## config.mk

```make
export PLATFORM = sky130hd
export DESIGN_NAME = vga_640x480_sync
export DESIGN_NICKNAME = d
export VERILOG_FILES = /design/src/rtl/vga_640x480_sync.sv
export SDC_FILE = /design/constraint.sdc
export NUM_CORES = 1
export LEC_CHECK = 0
export CAP_MARGIN = 20
export CORE_AREA = 2 2 53 55
export DETAILED_ROUTE_END_ITERATION = 6
export DIE_AREA = 0 0 55 57
export PLACE_DENSITY = 0.83
export SYNTH_ARGS = -nofsm -noshare
export SYNTH_HDL_FRONTEND = slang
export SYNTH_SLANG_ARGS = --single-unit
export TNS_END_PERCENT = 10
```

## constraint.sdc

```tcl
create_clock -name clk -period 2 [get_ports clk]
set_input_delay 0.4 -clock clk [delete_from_list [all_inputs] [get_ports clk]]
set_output_delay 0.4 -clock clk [all_outputs]
set_load 0.01 [all_outputs]
```

## src/rtl/vga_640x480_sync.sv

```systemverilog
// VGA 640x480@60 timing generator: pixel-rate divider, hc/vc counters,
// active-low hsync/vsync, vidon window, pix_en strobe, frame_start pulse.
//
// Ports:
//   clk          board clock, rising edge
//   clr          asynchronous active-high reset
//   hsync/vsync  active-low sync, decoded from hc/vc
//   hc, vc       10-bit pixel / line counters
//   vidon        high inside the visible window
//   pix_en       one-clk strobe marking the clk in which new hc/vc appear
//   frame_start  one-clk pulse in the first clk showing hc=0, vc=0
module vga_640x480_sync #(
    parameter int unsigned HPIXELS = 800,
    parameter int unsigned VLINES  = 521,
    parameter int unsigned HSW     = 128,
    parameter int unsigned VSW     = 2,
    parameter int unsigned HBP     = 144,
    parameter int unsigned HFP     = 784,
    parameter int unsigned VBP     = 31,
    parameter int unsigned VFP     = 511,
    parameter int unsigned CLK_DIV = 2
) (
    input  logic       clk,
    input  logic       clr,
    output logic       hsync,
    output logic       vsync,
    output logic [9:0] hc,
    output logic [9:0] vc,
    output logic       vidon,
    output logic       pix_en,
    output logic       frame_start
);

    localparam int unsigned DW = (CLK_DIV > 1) ? $clog2(CLK_DIV) : 1;

    localparam logic [DW-1:0] DIV_LAST = DW'(CLK_DIV - 1);
    localparam logic [9:0]    H_LAST   = 10'(HPIXELS - 1);
    localparam logic [9:0]    V_LAST   = 10'(VLINES - 1);
    localparam logic [9:0]    H_SW     = 10'(HSW);
    localparam logic [9:0]    V_SW     = 10'(VSW);
    localparam logic [9:0]    H_BP     = 10'(HBP);
    localparam logic [9:0]    H_FP     = 10'(HFP);
    localparam logic [9:0]    V_BP     = 10'(VBP);
    localparam logic [9:0]    V_FP     = 10'(VFP);

    logic [DW-1:0] div_q, div_d;
    logic [9:0]    hc_q, hc_d;
    logic [9:0]    vc_q, vc_d;
    logic          pix_en_q, pix_en_d;
    logic          frame_start_q, frame_start_d;
    logic          tick;
    logic          h_wrap;
    logic          v_wrap;

    // The counters step on the same edge that raises pix_en, so pix_en
    // flags the clk in which a fresh hc/vc pair is first presented.
    always_comb begin
        tick   = (div_q == DIV_LAST);
        h_wrap = (hc_q == H_LAST);
        v_wrap = (vc_q == V_LAST);
        div_d  = tick ? '0 : div_q + 1'b1;
        hc_d   = hc_q;
        vc_d   = vc_q;
        if (tick) begin
            if (h_wrap) begin
                hc_d = '0;
                vc_d = v_wrap ? '0 : vc_q + 10'd1;
            end else begin
                hc_d = hc_q + 10'd1;
            end
        end
        pix_en_d      = tick;
        frame_start_d = tick && h_wrap && v_wrap;
    end

    always_ff @(posedge clk or posedge clr) begin
        if (clr) begin
            div_q         <= '0;
            hc_q          <= '0;
            vc_q          <= '0;
            pix_en_q      <= 1'b0;
            frame_start_q <= 1'b0;
        end else begin
            div_q         <= div_d;
            hc_q          <= hc_d;
            vc_q          <= vc_d;
            pix_en_q      <= pix_en_d;
            frame_start_q <= frame_start_d;
        end
    end

    assign hc          = hc_q;
    assign vc          = vc_q;
    assign pix_en      = pix_en_q;
    assign frame_start = frame_start_q;
    assign hsync       = (hc_q >= H_SW);
    assign vsync       = (vc_q >= V_SW);
    assign vidon       = (hc_q >= H_BP) && (hc_q < H_FP)
                      && (vc_q >= V_BP) && (vc_q < V_FP);

endmodule

```

# ---- Word level (Yosys, flattened, before mapping)
# Cells that the tools add are included.
dict set report op_classes {
  muxes 3
  order_cmp 6
  n_reduce_logical 6
  n_eq_ne 2
  addsub 3
}
# operator n
set ops {}
lappend ops {{adder 10 x 1 -> 10 bit, second input constant} 2}
lappend ops {{== test 10 bit, second input constant} 2}
lappend ops {{greater-or-equal comparator 10 x 8 -> 1 bit, second input constant} 2}
lappend ops {{two-way mux 10 bit} 2}
lappend ops {{greater-or-equal comparator 10 x 2 -> 1 bit, second input constant} 1}
lappend ops {{greater-or-equal comparator 10 x 5 -> 1 bit, second input constant} 1}
lappend ops {{< comparator 10 bit, second input constant} 1}
lappend ops {{< comparator 10 x 9 -> 1 bit, second input constant} 1}
lappend ops {{logical AND 1 bit} 5}
lappend ops {{AND reduction 2 bit} 1}
lappend ops {{adder 1 bit, second input constant} 1}
lappend ops {{two-way mux 1 bit} 1}
dict set report totals {
  elab_cells 25
  out_inout_bits 25
  inputBits 2
  reg_bits 23
}

# ---- Depth between registers and ports, before layout
# Gate-level depths: netlist of run 1.
dict set report logic_depth {
  depth_word 4
  depth_mapped 6
  ltp_nobuf 6
}

# ---- Worst setup path before layout of run 1
# OpenSTA, ideal clock, no wires.
dict set report synth_timing {
  kind {flip-flop to flip-flop}
  start {reg hc_q[0], in the netlist hc[0]}
  end {reg vc_q[9], in the netlist vc[9]}
  t_arrival_ns 1.606
  n_path_buf 0
  setup_slack_ns 0.317
  stages_incl_launch_ff 6
  cell_sequence {dfrtp_1 ha_1 and4_2 nand3_2 or4_1 a21oi_1}
}
dict set report synth_between {
  elab_chain_cells 2
}
# element line_no
set synth_rtl {}
lappend synth_rtl {{start, declared} 47} ;# logic [9:0] hc_q, hc_d;
lappend synth_rtl {{start signal, assigned} 79} ;# hc_q <= '0;
lappend synth_rtl {{start signal, assigned} 85} ;# hc_q <= hc_d;
lappend synth_rtl {{== test 10 bit} 59} ;# h_wrap = (hc_q == H_LAST);
lappend synth_rtl {{AND reduction 2 bit (no line)} n/a}
lappend synth_rtl {{end signal, assigned} 86} ;# vc_q <= vc_d;
lappend synth_rtl {{end, declared} 48} ;# logic [9:0] vc_q, vc_d;
# Every way passes these cells.
# A chain may end at the register's enable or synchronous reset.

# ---- Worst setup path in the final report of run 1
dict set report layout_timing {
  start {reg vc_q[1], in the netlist vc[1]}
  end {out vsync}
}
dict set report layout_between {
  elab_chain_cells 1
}
# element line_no
set layout_rtl {}
lappend layout_rtl {{greater-or-equal comparator 10 x 2 -> 1 bit} 97} ;# assign vsync = (vc_q >= V_SW);
lappend layout_rtl {{end, declared} 26} ;# output logic vsync,
# Every way passes these cells.

==> results.md, run 1 <==
- Once layout is complete, the cells apart from fillers number 196.
- The worst-case IR drop observed on VDD is 0.298 mV.
- The maximum number of pins on one net before global-route repair is 24.
- The smallest clock period supported by the final layout is computed as 1.99 ns.
- For this design, the sink count on the clock tree is 23.
- The fraction of layout cells with a size suffix above 1 is 0.236.
- In the routed layout, each cell is associated on average with a via count of 5.41.
- Summing over every cut layer, the via total after detailed routing is 1061.
- The power consumption is 0.707 mW.
- The synthesis warning total is 0.
- The floorplan has 19 rows.
- The count of buffers from port buffering is 26.
- In the detailed route, the total length drawn on met2 is 1.43 mm.
- The DRC marker count from the first detailed-route iteration is 36.
- Dividing the detail-routed wire length by the instance count gives 14.2 microns.
- STA classifies the critical path endpoint as an output pin.
- The number of remaining DRC errors is 0.
- The post-synthesis cell type with the largest combined area is dfrtp_1.
- The number of top-level design ports is 27.
- Yosys mapped a number of flops with a built-in enable equal to 0.
- In this run, post-CTS hold repair placed 0 buffers.
- The static leakage is 0.786 nW.
- Counting tap cells, the placed design contains a total of 190 instances.
- CTS built an H-tree with a depth of 1.
- Clock tree synthesis inserted a total of 3 buffers.
- Setup repair after global routing could not meet its margin everywhere.
- From bottom edge to top edge, the die measures 57 microns.
- The tool flagged a number of max-cap violations equal to 0.
- The async set-reset flop share out of synthesis is 1.00.
- Summing every instance area after synthesis gives 1180 sq um.
- For this run the aggregate overflow at the end of global routing stands at 0.
- The top achievable clock speed is 0.504 GHz.
- When the netlist entered floorplanning its net count stood at 124.
- The initial utilization of the core area, before any placement, comes to 0.453.
- Detailed routing placed a total of 115 microns of wire on met3.
- The highest-delay cell along the critical path is dfrtp_1.
- Clock-pin slew was measured on the worst setup and hold paths at 0.13 ns.
- TritonCTS built the clock tree.
- The worst-case clock skew is 0.00524 ns.
- Of all nets on the critical path, the largest fanout is 4.
- The number of antenna diodes in the final layout is 0.
- Clock tree synthesis selected as its root buffer the cell clkbuf_4.
- The per-instance average area after synthesis is 10.1 sq um.
- The highest metal layer carrying signal wires in the routed design is met4.
- The data arrival time of the critical path is 1.59 ns.
- The buffer and inverter count on the worst path is 2.
- Of the post-synthesis cell area, the dominant cell type holds 0.486.
- On the critical path the largest part of the delay comes from flip-flops.
- The final hold violation count is 0.
- The area growth from synthesis to final layout is 41.8%.
- For the pin with the worst max-slew slack, the measured transition is 0.284 ns.
- The sum of net half-perimeters after detailed placement is 2.04 mm.
- No sink is reached through more buffers than the 2 on the longest clock path.
- The critical path in this run is classified as reg2out.
- The later pin in the worst-skew pair is clocked with a latency of 0.33 ns.
- For the worst setup path, the data required time is 1.60 ns.
- The number of nets with antenna violations after routing is 0.
- The wire length of the first global-routing pass is 4.62 mm.
- The number of antenna violations at the first check in global routing is 0.
- In this run the tightest slew margin relative to its limit is 0.809.
- From left edge to right edge, the die measures 55 microns.
- Setup violations remaining at the end of the flow were counted as 0.
- The congestion estimate from routability-driven global placement came to 0.839.
- The tightest min-delay check is of the in2async type.
- The critical path goes through buf_6 -> ha_4 -> nor4_2 -> nand3_1 -> buf_2.
- In the layout the commonest cells are 23 x dfrtp_1, 23 x clkdlybuf4s50_1, 20 x buf_4.
- At the end of the flow, the number of nets in the layout was 173.
- The number of global-route vias before repair came to 1017.
- The detailed router put a total of 1.15 mm of wire on met1.
- The cell area power density is 421 nW/um^2.
- Of the synthesized area, sequential elements account for 0.486.
- The region available for standard cell placement spans 2620 sq um.
- The primary flip-flop cell chosen by synthesis mapping is dfrtp_1.
- The number of distinct standard cells referenced by the synthesized netlist is 30.
- The number of pins with negative max-slew slack in the final report was 0.
- Before antenna repair, the detailed router went through 4 iterations.
- The worst slack on hold paths is 0.385 ns.
- STA classifies the critical path startpoint as a flop.
- Dividing the final minimum period by the clock period gives 0.993.
- The flip-flop and latch count after synthesis is 23.
- The die outline area is 3140 sq um.
- The wire length after detailed routing is 2.79 mm.
- The post-synthesis instance total is 117.
- The run finished with clean final reports.
- In this design, the stage delay of the slowest critical-path cell is 0.45 ns.
- By area the synthesized netlist is led by dfrtp_1 49%, ha_1 5.3%, xnor2_1 5.2%.
- In the global route stage, overall resource usage came out at 0.205.
-- flip-flops by register name, indices dropped and copies added (netlist names) --
name         count
pix_en           1
vc              10
frame_start      1
hc              10
div_q            1
-- power by group --
group / internal (mW) / total (mW) / leakage, nW / switching [mW]
Combinational: 0.00313 / 0.0121 / 0.463 / 0.00895
Sequential: 0.465 / 0.465 / 0.308 / 0
Clock: 0.0784 / 0.230 / 0.0150 / 0.151
Total: 0.546 / 0.707 / 0.786 / 0.160
-- what timing repair did --
action | 4_1_cts | 5_1_grt
pin swaps | 2 | 4
setup endpoints to repair | 3 | 2
hold endpoints to repair | 0 | 0
buffers inserted | 0 | 2
resized for setup | 7 | 13
-- routing by layer --
metal / global-route usage / up-vias
li1: - / 505
met1: 0.272 / 511
met2: 0.311 / 38
met3: 0.0236 / 7
met4: 0.132 / 0
met5: 0 / -
-- tightest hold or removal path: cells and delay by family --
kind | cells | cell delay [ns]
buffers and inverters | 3 | 0.72
-- kinds of logic after synthesis --
kind of cell,after synthesis,share of synthesized area
AND/OR/NAND/NOR,47,0.215
buffers and inverters,12,0.0538
XOR/XNOR,12,0.0887
multiplexers,2,0.0169
flip-flops,23,0.486
AO/OA/AOI/OAI,16,0.0866
adder cells (fa/ha/maj),5,0.0528
-- path summary, 6_finish.rpt --
kind,from,end,slack [ns],depth (start not counted)
setup / recovery,vc[1],vsync,0.01,5
hold / removal,clr,hc[0],0.38,3
setup reg to reg,hc[0],vc[9],0.22,5
hold reg to reg,hc[2],hc[2],0.58,1
max in group asynchronous,clr,vc[8],1.39,3
min in group clk,hc[2],hc[2],0.58,1
-- stage by stage --
stage	worst slack [ns]	setup TNS (ns)	util	area [sq um]
2_1_floorplan	0.317	0	-	1180
3_3_place_gp	0.0667	0	0.611	1600
3_5_place_dp	0.0141	0	0.611	1600
4_1_cts	-0.0267	-0.0267	0.621	1620
5_1_grt	-0.0565	-0.106	0.643	1680
6_report	0.0149	0	0.643	1680
-- final cells by class --
class / count / area [sq um]
Fill cell: 222 / 935
Multi-Input combinational cell: 82 / 596
Sequential cell: 23 / 576
Timing Repair Buffer: 47 / 410
Tap cell: 31 / 38.8
Inverter: 9 / 33.8
Clock buffer: 4 / 26.3
-- cells in the mapped netlist (3+ instances only) --
| library cell | count |
|---|---|
| nand4_1 | 5 |
| nor2_1 | 10 |
| o21ai_0 | 7 |
| and3_1 | 4 |
| a21oi_1 | 3 |
| xnor2_1 | 7 |
| dfrtp_1 | 23 |
| inv_1 | 9 |
| ha_1 | 5 |
| xor2_1 | 5 |
| nor4_1 | 3 |
| nand2_1 | 8 |
| nand3_1 | 7 |
| nor3_1 | 3 |
(Power assumes the default switching activity.)
==> run 2, diff against run 1 <==
Settings changed: SKIP_CTS_REPAIR_TIMING from default to 1, SKIP_LAST_GASP from default to 1.
==> results.md, run 2 (synthesis gave the netlist of run 1 again) <==
- The number of clock buffers inserted by TritonCTS was 3 (unchanged).
- Outcome: complete, no violations (unchanged).
- The routability-driven placement congestion ratio is 0.839 (unchanged).
- Setup repair after global routing missed its margin: yes (unchanged).
- The worst-path maximum fanout was 3 (was 4).
- The buffer type at the clock tree root was clkbuf_4 (unchanged).
- The sum of net half-perimeters after detailed placement is 2.04 mm (unchanged).
- Most frequent cells in the layout: 23 x dfrtp_1, 23 x clkdlybuf4s50_1, 19 x buf_4 (was 23 x dfrtp_1, 23 x clkdlybuf4s50_1, 20 x buf_4).
- The number of nets with antenna violations after routing came to 0 (unchanged).
- The buffer levels on the longest clock path is 2 (unchanged).
- The area growth from synthesis to final layout is 39.2% (was 41.8%).
- The final hold violation count is 0 (unchanged).
- The clock input transition at the sequential cells of the worst setup and hold paths is 0.12 ns (was 0.13 ns).
- The count of TritonRoute iterations in the first routing pass is 4 (unchanged).
- The final instance area was 1650 sq um (was 1680 sq um).
- The final clock period utilization by the worst path came to 0.964 (was 0.993).
- The global-route usage over all layers was 0.205 (unchanged).
- The endpoint type of the worst setup path is an output pin (unchanged).
- The wire length per cell is 13.8 microns (was 14.2 microns).
- The fraction of layout cells with a size suffix above 1 is 0.190 (was 0.236).
- The number of sinks handled by clock tree synthesis is 23 (unchanged).
- The family with the most delay on the worst path is flip-flops (unchanged).
- The worst slew margin relative to its limit is 0.808 (was 0.809).
- The worst-case clock skew is 0.00125 ns (was 0.00524 ns).
- The number of vias per cell is 5.34 (was 5.41).
- The data required time of the worst path is 1.60 ns (about the same).
- The count of buffers from port buffering is 26 (unchanged).
- The wire length of the first global-routing pass is 4.62 mm (unchanged).
- The clock latency on the worst-skew pair is 0.32 ns (was 0.33 ns).
- The number of filler instances in the final layout is 224 (was 222).
- The remaining global-route overflow is 0 (unchanged).
- The number of top-level design ports is 27 (unchanged).
- The y dimension of the die came to 57 microns (unchanged).
- The cell area after placement is 1600 sq um (unchanged).
- The number of nets in the layout came to 171 (was 173).
- The antenna cell count is 0 (unchanged).
- The count of vias placed by the detailed router is 1035 (was 1061).
- The maximum number of pins on one net before global-route repair is 24 (unchanged).
- The initial core utilization was 0.453 (unchanged).
- The cell area power density is 424 nW/um^2 (was 421 nW/um^2).
- The highest-delay cell along the critical path is dfrtp_1 (unchanged).
- The H-tree level count is 1 (unchanged).
- The final critical-path required period is 1.93 ns (was 1.99 ns).
- The slew at the pin with the worst max-slew slack is 0.287 ns (was 0.284 ns).
- The total number of placement rows was 19 (unchanged).
- The worst voltage drop across the vdd grid is 0.285 mV (was 0.298 mV).
- The area of the placeable core is 2620 sq um (unchanged).
- The maximum cell stage delay along the critical path came to 0.38 ns (was 0.45 ns).
- The total number of cells along the worst setup path was 6 (was 5).
- The clock tree from TritonCTS is yes (unchanged).
- The data arrival time of the critical path is 1.53 ns (was 1.59 ns).
- The number of remaining DRC errors is 0 (unchanged).
- The number of pins with negative max-slew slack in the final report is 0 (unchanged).
- CP Cell Sequence: ha_1 -> nand4_1 -> a21oi_2 -> o21ai_0 -> nor2_1 -> dlymetal6s2s_1 (was buf_6 -> ha_4 -> nor4_2 -> nand3_1 -> buf_2).
- The DRC marker count from the first detailed-route iteration is 30 (was 36).
- The final number of setup-violating endpoints is 0 (unchanged).
- The wire length after detailed routing is 2.68 mm (was 2.79 mm).
- The cell count of the worst reg-to-reg path came to 5 (unchanged).
- The type of the setup path with the least slack was reg2out (unchanged).
- The die outline area came to 3140 sq um (unchanged).
- The power consumption is 0.699 mW (was 0.707 mW).
- The path category of the worst min-delay check is in2async (unchanged).
- The buffer and inverter count on the worst path came to 1 (was 2).
- The startpoint class of the critical path is a flop (unchanged).
- The static leakage is 0.821 nW (was 0.786 nW).
- The number of antenna violations at the first check in global routing is 0 (unchanged).
- The die extent in x is 55 microns (unchanged).
- The number of global-route vias before repair is 1017 (unchanged).
- The top achievable clock speed was 0.519 GHz (was 0.504 GHz).
- The count of maximum capacitance violations is 0 (unchanged).
==> run 2: cell types whose count changed in the layout (fill, tap and decap cells not counted), sizes merged <==
cell          before  now
dlymetal6s2s       0    3
buf               23   19
dlygate4sd2        1    0
==> run 2: worst paths after layout <==
check / startpoint / slack [ns] / end
hold / removal: clr / 0.39 / hc[0]
setup reg to reg: hc[0] / 0.23 / vc[9]
min in group clk: hc[2] / 0.58 / hc[2]
setup / recovery: vc[0] / 0.07 / vidon
max in group asynchronous: clr / 1.38 / hc[6]
hold reg to reg: hc[2] / 0.58 / hc[2]
==> run 2: worst min-delay path, cell delays in order <==
cell             delay [ns]
clkdlybuf4s50_1        0.39
inv_1                  0.05
buf_4                  0.28
==> run 2: layer usage <==
metal  vias up  share of wire  global-route usage
li1        501              -                   -
met1       498           0.41               0.272
met4         0          0.038               0.132
met2        27           0.51               0.311
met3         9          0.035              0.0236
met5         -              0                   0
==> run 2: area by class of cell <==
| class | count | area (sq um) | share of cell area |
|---|---|---|---|
| inverter | 9 | 33.8 | 0.0205 |
| tap | 31 | 38.8 | 0.0235 |
| timing repair buffer | 45 | 410 | 0.249 |
| multi-input combinational | 82 | 564 | 0.342 |
| clock buffer | 4 | 26.3 | 0.0159 |
| sequential | 23 | 576 | 0.349 |
==> run 2: metrics by stage <==
stage                util  setup WS (ns)  hold WS [ns]  cells  setup TNS [ns]
finish              0.631         0.0723         0.394    194               0
global route        0.631        -0.0621         0.419    194         -0.0695
CTS                 0.621         -0.372         0.395    194          -0.741
detailed placement  0.611         0.0141         0.552    190               0
global placement    0.611         0.0667         0.517    190               0
floorplan               -          0.317         0.374    117               0
==> run 2: report_power, final <==
part	switching, mW	internal, mW	total (mW)
Sequential	0	0.465	0.465
Combinational	0.00890	0.00313	0.0120
Clock	0.144	0.0783	0.222
